**config.mk**
```make
export PLATFORM = sky130hd
export DESIGN_NAME = av2_mv_encoder
export DESIGN_NICKNAME = d
export VERILOG_FILES = /design/src/rtl/av2_mv_encoder.sv
export SDC_FILE = /design/constraint.sdc
export NUM_CORES = 1
export LEC_CHECK = 0
export CORE_MARGIN = 4
export CORE_UTILIZATION = 25
export DETAILED_ROUTE_END_ITERATION = 8
export DONT_BUFFER_PORTS = 1
export SKIP_LAST_GASP = 1
export SYNTH_ARGS = -nofsm -noshare
export SYNTH_HDL_FRONTEND = slang
export SYNTH_SLANG_ARGS = --single-unit
export TNS_END_PERCENT = 10
```
**constraint.sdc**
```tcl
create_clock -name clk -period 2.9 [get_ports clk]
set_input_delay 0.58 -clock clk [delete_from_list [all_inputs] [get_ports clk]]
set_output_delay 0.58 -clock clk [all_outputs]
set_load 0.01 [all_outputs]
```
**src/rtl/av2_mv_encoder.sv**
```systemverilog
// Motion-vector symbol encoder: emits LSB-first magnitude symbols then a sign symbol, X before Y.
// Optional statistics counters are compiled in with `define AV2_MV_ENC_STATS_EN.
module av2_mv_encoder #(
    parameter int MAG_BITS = 12,
    parameter int CTX_BASE = 0
) (
    input  logic        clk,
    input  logic        rst_n,
    input  logic [15:0] mv_x,
    input  logic [15:0] mv_y,
    input  logic        mv_valid,
    output logic        mv_ready,
    output logic [15:0] symbol,
    output logic [15:0] symbol_ctx,
    output logic        symbol_valid,
    input  logic        symbol_ready,
    output logic        busy,
    output logic        done
`ifdef AV2_MV_ENC_STATS_EN
    ,
    output logic [31:0] stat_mv_count,
    output logic [31:0] stat_sym_count,
    output logic [15:0] stat_sat_count
`endif
);

    typedef enum logic [2:0] {IDLE, MAG_X, SIGN_X, MAG_Y, SIGN_Y, DONE} state_t;

    localparam logic [16:0] MAG_MAX  = 17'((1 << MAG_BITS) - 1);
    localparam logic [3:0]  IDX_LAST = 4'(MAG_BITS - 1);

    // 17-bit absolute value so that -32768 is representable before saturation.
    function automatic logic [16:0] abs17(input logic [15:0] v);
        return v[15] ? (17'd0 - {v[15], v}) : {1'b0, v};
    endfunction

    function automatic logic [MAG_BITS-1:0] sat_mag(input logic [15:0] v);
        logic [16:0] a;
        a = abs17(v);
        return (a > MAG_MAX) ? MAG_MAX[MAG_BITS-1:0] : a[MAG_BITS-1:0];
    endfunction

    state_t              state, state_d;
    logic [3:0]          idx, idx_d;
    logic [MAG_BITS-1:0] mag_x, mag_x_d, mag_y, mag_y_d;
    logic                sign_x, sign_x_d, sign_y, sign_y_d;
    logic [15:0]         symbol_d, symbol_ctx_d;
    logic                symbol_valid_d, mv_ready_d, busy_d, done_d;
    logic                accept, handshake;

    assign accept    = (state == IDLE) && mv_valid && mv_ready;
    assign handshake = symbol_valid && symbol_ready;

    // State and output registers.
    always_ff @(posedge clk or negedge rst_n) begin
        if (!rst_n) begin
            state        <= IDLE;
            idx          <= '0;
            mag_x        <= '0;
            mag_y        <= '0;
            sign_x       <= 1'b0;
            sign_y       <= 1'b0;
            symbol       <= '0;
            symbol_ctx   <= '0;
            symbol_valid <= 1'b0;
            mv_ready     <= 1'b0;
            busy         <= 1'b0;
            done         <= 1'b0;
        end else begin
            // NOTE: non-blocking assignments keep every register sampling pre-edge values.
            state        <= state_d;
            idx          <= idx_d;
            mag_x        <= mag_x_d;
            mag_y        <= mag_y_d;
            sign_x       <= sign_x_d;
            sign_y       <= sign_y_d;
            symbol       <= symbol_d;
            symbol_ctx   <= symbol_ctx_d;
            symbol_valid <= symbol_valid_d;
            mv_ready     <= mv_ready_d;
            busy         <= busy_d;
            done         <= done_d;
        end
    end

    // Next-state logic.
    always_comb begin
        // NOTE: defaults first so every path assigns every signal and no latch is inferred.
        state_d  = state;
        idx_d    = idx;
        mag_x_d  = mag_x;
        mag_y_d  = mag_y;
        sign_x_d = sign_x;
        sign_y_d = sign_y;
        unique case (state)
            IDLE: if (accept) begin
                mag_x_d  = sat_mag(mv_x);
                mag_y_d  = sat_mag(mv_y);
                sign_x_d = mv_x[15];
                sign_y_d = mv_y[15];
                idx_d    = '0;
                state_d  = MAG_X;
            end
            MAG_X, MAG_Y: if (handshake) begin
                if (symbol == 16'd0 || idx == IDX_LAST)
                    state_d = (state == MAG_X) ? SIGN_X : SIGN_Y;
                else
                    idx_d = idx + 4'd1;
            end
            SIGN_X: if (handshake) begin
                idx_d   = '0;
                state_d = MAG_Y;
            end
            SIGN_Y: if (handshake) state_d = DONE;
            DONE:   state_d = IDLE;
            default: state_d = IDLE;
        endcase
    end

    // Registered outputs are derived from the next state, so a stall reproduces the held symbol.
    always_comb begin
        symbol_d       = '0;
        symbol_ctx_d   = '0;
        symbol_valid_d = 1'b0;
        mv_ready_d     = 1'b0;
        busy_d         = 1'b0;
        done_d         = 1'b0;
        unique case (state_d)
            IDLE: mv_ready_d = 1'b1;
            MAG_X: begin
                symbol_d       = 16'(mag_x_d) & (16'hFFFF << idx_d);
                symbol_ctx_d   = 16'(CTX_BASE) + 16'(idx_d);
                symbol_valid_d = 1'b1;
                busy_d         = 1'b1;
            end
            SIGN_X: begin
                symbol_d       = {15'd0, sign_x_d};
                symbol_ctx_d   = 16'(CTX_BASE) + 16'd32;
                symbol_valid_d = 1'b1;
                busy_d         = 1'b1;
            end
            MAG_Y: begin
                symbol_d       = 16'(mag_y_d) & (16'hFFFF << idx_d);
                symbol_ctx_d   = 16'(CTX_BASE) + 16'd16 + 16'(idx_d);
                symbol_valid_d = 1'b1;
                busy_d         = 1'b1;
            end
            SIGN_Y: begin
                symbol_d       = {15'd0, sign_y_d};
                symbol_ctx_d   = 16'(CTX_BASE) + 16'd33;
                symbol_valid_d = 1'b1;
                busy_d         = 1'b1;
            end
            DONE: done_d = 1'b1;
            default: mv_ready_d = 1'b0;
        endcase
    end

`ifdef AV2_MV_ENC_STATS_EN
    logic [1:0] sat_inc;
    assign sat_inc = accept ? (2'((abs17(mv_x) > MAG_MAX)) + 2'((abs17(mv_y) > MAG_MAX))) : 2'd0;

    always_ff @(posedge clk or negedge rst_n) begin
        if (!rst_n) begin
            stat_mv_count  <= '0;
            stat_sym_count <= '0;
            stat_sat_count <= '0;
        end else begin
            if (state == DONE && stat_mv_count != 32'hFFFF_FFFF)
                stat_mv_count <= stat_mv_count + 32'd1;
            if (handshake && stat_sym_count != 32'hFFFF_FFFF)
                stat_sym_count <= stat_sym_count + 32'd1;
            if (stat_sat_count > 16'hFFFF - 16'(sat_inc))
                stat_sat_count <= 16'hFFFF;
            else
                stat_sat_count <= stat_sat_count + 16'(sat_inc);
        end
    end
`endif

endmodule
```
==> key figures <==
Run status
  • Outcome: completed

Floorplanning
  • Area of the die: 14230 µm²
  • I/O Pins: 72
  • Area of the core: 12060 µm²
  • Die height: 119.3 µm
  • Initial cell density of the core: 25.67%
  • Horiz. Die Dim: 119.3 µm
  • Number of placement rows: 40

Placed design
  • Routability Congestion: 0.8024
  • Cell count after placement: 496
  • Hpwl dp: 6179 µm
  • Port buffer count: 0
  • Pre-CTS setup slack: 0.1126 ns

Yosys
  • Seq/Total Area, Yosys: 43.64%
  • Dominant combinational cell family by area after synthesis: compound AO/OA/AOI/OAI gates
  • Share of flip-flops with an asynchronous set or reset: 100.0%
  • XOR/XNOR share of the synthesized area: 5.657%
  • Number of enable flip-flop cells after synthesis: 0
  • Fraction of the mapped netlist area in compound gates: 21.45%
  • Synthesized instance count: 326
  • Adder-Cell Fraction of Synth Area: 1.212%
  • Main flop type after synthesis: dfrtp_1
  • Basic-gate share of the synthesized area counting and, or, nand and nor cells: 17.62%
  • Cell Area, Synth: 3097 µm²
  • Mapped Avg Cell Area: 9.499 µm²
  • Cell variety after synth: 64
  • Post-synthesis register bit count: 54
  • Multiplexer area fraction after synthesis: 2.263%
  • Number of warnings reported in the yosys synthesis log: 0

Worst setup path
  • Worst reg2reg setup slack: 0.34 ns
  • Startpoint types: flop
  • Element type at the critical path end: flop
  • Data arrival time of the critical path: 2.80 ns
  • Critical path required time: 3.13 ns
  • Crit-path max FO: 6
  • Critical path class: reg -> reg

Routing
  • Final routed DRC violation total: 0
  • Number of nets with antenna violations after detailed routing: 0
  • DRC violation total after the first TritonRoute iteration: 135
  • Detailed-router iteration count before antenna repair: 4
  • Routed wire length per instance: 15.70 µm
  • Via total after detailed routing: 2429
  • Final wirelength: 7928 µm
  • Vias per cell: 4.810

STA
  • Fin. Hold Viols: 0
  • Final-report setup violation count: 0
  • Max frequency: 0.3899 GHz
  • Setup repair after global routing missed its margin: no
  • Tightest Pin Transition: 0.6055 ns
  • Fin. max-slew vios: 0
  • Final Worst Setup Slack: 0.3355 ns
  • Setup total negative slack: 0 ns
  • Min Clock Period, post-route: 2.564 ns
  • Share of the cycle needed by the critical path after routing: 88.43%
  • Relative slew slack: 59.26%
  • Final Skew: 0.006324 ns

Clock network
  • Clock Tree Buf Depth: 2
  • Worst-skew pair later-pin latency: 0.29 ns
  • Clock slew seen by the registers of the worst setup and hold paths: 0.07 ns
  • Clock tree from TritonCTS: done
  • Number of buffers inserted during clock tree synthesis: 5
  • Clock sinks: 54
  • Clock Root Buffer: clkbuf_16
  • Number of levels in the clock H-tree: 2
  • Setup Buffers After CTS: 0

Pwr
  • Static leakage power: 1.497 nW
  • Pwr/cell area: 923.8 nW/µm²
  • Maximum ir drop on the vdd rail: 343.4 µV

Final layout
  • Fin cells: 505
  • Multi-input combinational cell area: 1567 µm²
  • Number of filler instances in the final layout: 1276
  • Number of nets in the layout: 375
  • Fraction of final layout cells sized beyond drive strength 1: 12.17%
  • Sequential standard cell area: 1351 µm²
  • Antenna diode count: 0
  • Relative area change from synthesis to final layout: 13.78%

Global route
  • Grt total ovfl: 0
  • Pin count of the biggest net entering global routing: 55
  • GRT Resource Usage Total: 11.33%
  • Wire length of the first global-routing pass: 12910 µm
  • Via count of the first global-routing pass: 2477
  • Antenna violations before repair: 0

Worst hold path
  • Class of the tightest hold or removal check: in -> async

Flow run
  • Number of max-cap violations: 0
-- final timing paths --
| path | start | endpoint | cells past startpoint |
|---|---|---|---|
| max in group asynchronous | rst_n | symbol_ctx[5]$_DFF_PN0_ | 1 |
| min in group clk | mv_y[0] | mag_y[0]$_DFF_PN0_ | 2 |
| hold / removal | rst_n | symbol[11]$_DFF_PN0_ | 1 |
| hold reg to reg | sign_y$_DFF_PN0_ | sign_y$_DFF_PN0_ | 2 |
| setup / recovery | symbol[1]$_DFF_PN0_ | symbol[8]$_DFF_PN0_ | 9 |
| setup reg to reg | symbol[1]$_DFF_PN0_ | symbol[8]$_DFF_PN0_ | 9 |
-- where the power goes --
group / switching, mW / total [mW] / internal (mW)
logic: 0.676 / 1.28 / 0.602
registers: 0.283 / 1.35 / 1.07
clock network: 0.259 / 0.627 / 0.369
total: 1.22 / 3.25 / 2.04
-- synth_stat cells (7+ instances only) --
library cell	count	area, µm²
xor2_1	14	122.6
inv_1	19	71.32
dfrtp_1	54	1351
a21oi_1	18	90.09
a31oi_1	15	93.84
nor2_1	38	142.6
o21ai_0	7	35.03
buf_4	15	112.6
mux2i_1	7	70.07
nand2_1	18	67.56
o31ai_1	9	67.56
clkbuf_1	8	30.03
nor4_1	7	43.79
-- cells by family (layout without fill, tap and decap cells) --
family / after synthesis / count (layout)
AO/OA/AOI/OAI: 90 / 90
XOR/XNOR: 20 / 20
adder cells (fa/ha/maj): 3 / 3
buffers and inverters: 48 / 46
flip-flops: 54 / 54
multiplexers: 7 / 7
other: 1 / 14
AND/OR/NAND/NOR: 103 / 103
-- cell usage in the layout (no fill, tap or decap), types with 4 or more instances in the layout --
| cell | Yosys | final |
|---|---|---|
| nor3_1 | 6 | 6 |
| o21ai_0 | 7 | 7 |
| buf_4 | 15 | 18 |
| nor2_1 | 38 | 38 |
| xor2_1 | 14 | 14 |
| o31ai_1 | 9 | 9 |
| nand2_1 | 18 | 18 |
| o211a_1 | 6 | 6 |
| dfrtp_1 | 54 | 54 |
| clkbuf_16 | 0 | 5 |
| conb_1 | 1 | 14 |
| inv_1 | 19 | 19 |
| nor2b_1 | 4 | 4 |
| mux2i_1 | 7 | 7 |
| nor4_1 | 7 | 6 |
| a31oi_1 | 15 | 15 |
| a21oi_1 | 18 | 18 |
| xnor2_1 | 6 | 6 |
-- flip-flops by register name, indices dropped and copies added, names as in the netlist --
register / flops
mag_x: 12
mag_y: 12
symbol: 12
symbol_ctx: 6
idx: 4
state: 3
busy: 1
done: 1
mv_ready: 1
sign_x: 1
sign_y: 1
-- through the flow --
stage                     utilization (%)  power [mW]  instance area (µm²)  hold WS, ns
after floorplan                         -       2.145                 3146       0.2844
after global placement              27.54       2.578                 3322       0.2867
after detailed placement            27.54       2.609                 3322       0.2868
after CTS                           29.11       3.263                 3511       0.1587
after global routing                29.21       3.495                 3523       0.1614
final                               29.21       3.255                 3523       0.1432
-- area by class of cell --
class	count	area share [%]
repair buffers	19	4.616
well taps	168	5.966
inverters	19	2.024
multi-input cells	237	44.46
flip-flops and latches	54	38.35
clock buffers	7	4.332
clock inverters	1	0.2486
-- metal layers --
metal / global-route usage, % / vias up / routed length, µm
li1: - / 1169 / -
met1: 13.61 / 1189 / 3262
met5: 0 / - / 0
met4: 3.436 / 0 / 150
met3: 3.799 / 11 / 533
met2: 19.18 / 60 / 3980
-- repair_timing --
item	CTS	global route
hold buffers	1	0
endpoints found under the setup margin	0	1
endpoints found under the hold margin	54	0
resized for setup	0	3
-- critical path, cell delays in order (launching register included) --
cell and delay (ns):
dfrtp_1 0.43, nor4_1 0.36, buf_4 0.20, a31oi_1 0.16, a32o_1 0.30, a31oi_1 0.23, buf_4 0.20, a31oi_1 0.10
a2111oi_2 0.36, buf_4 0.17
No activity file was read; power rests on OpenSTA's default activity.
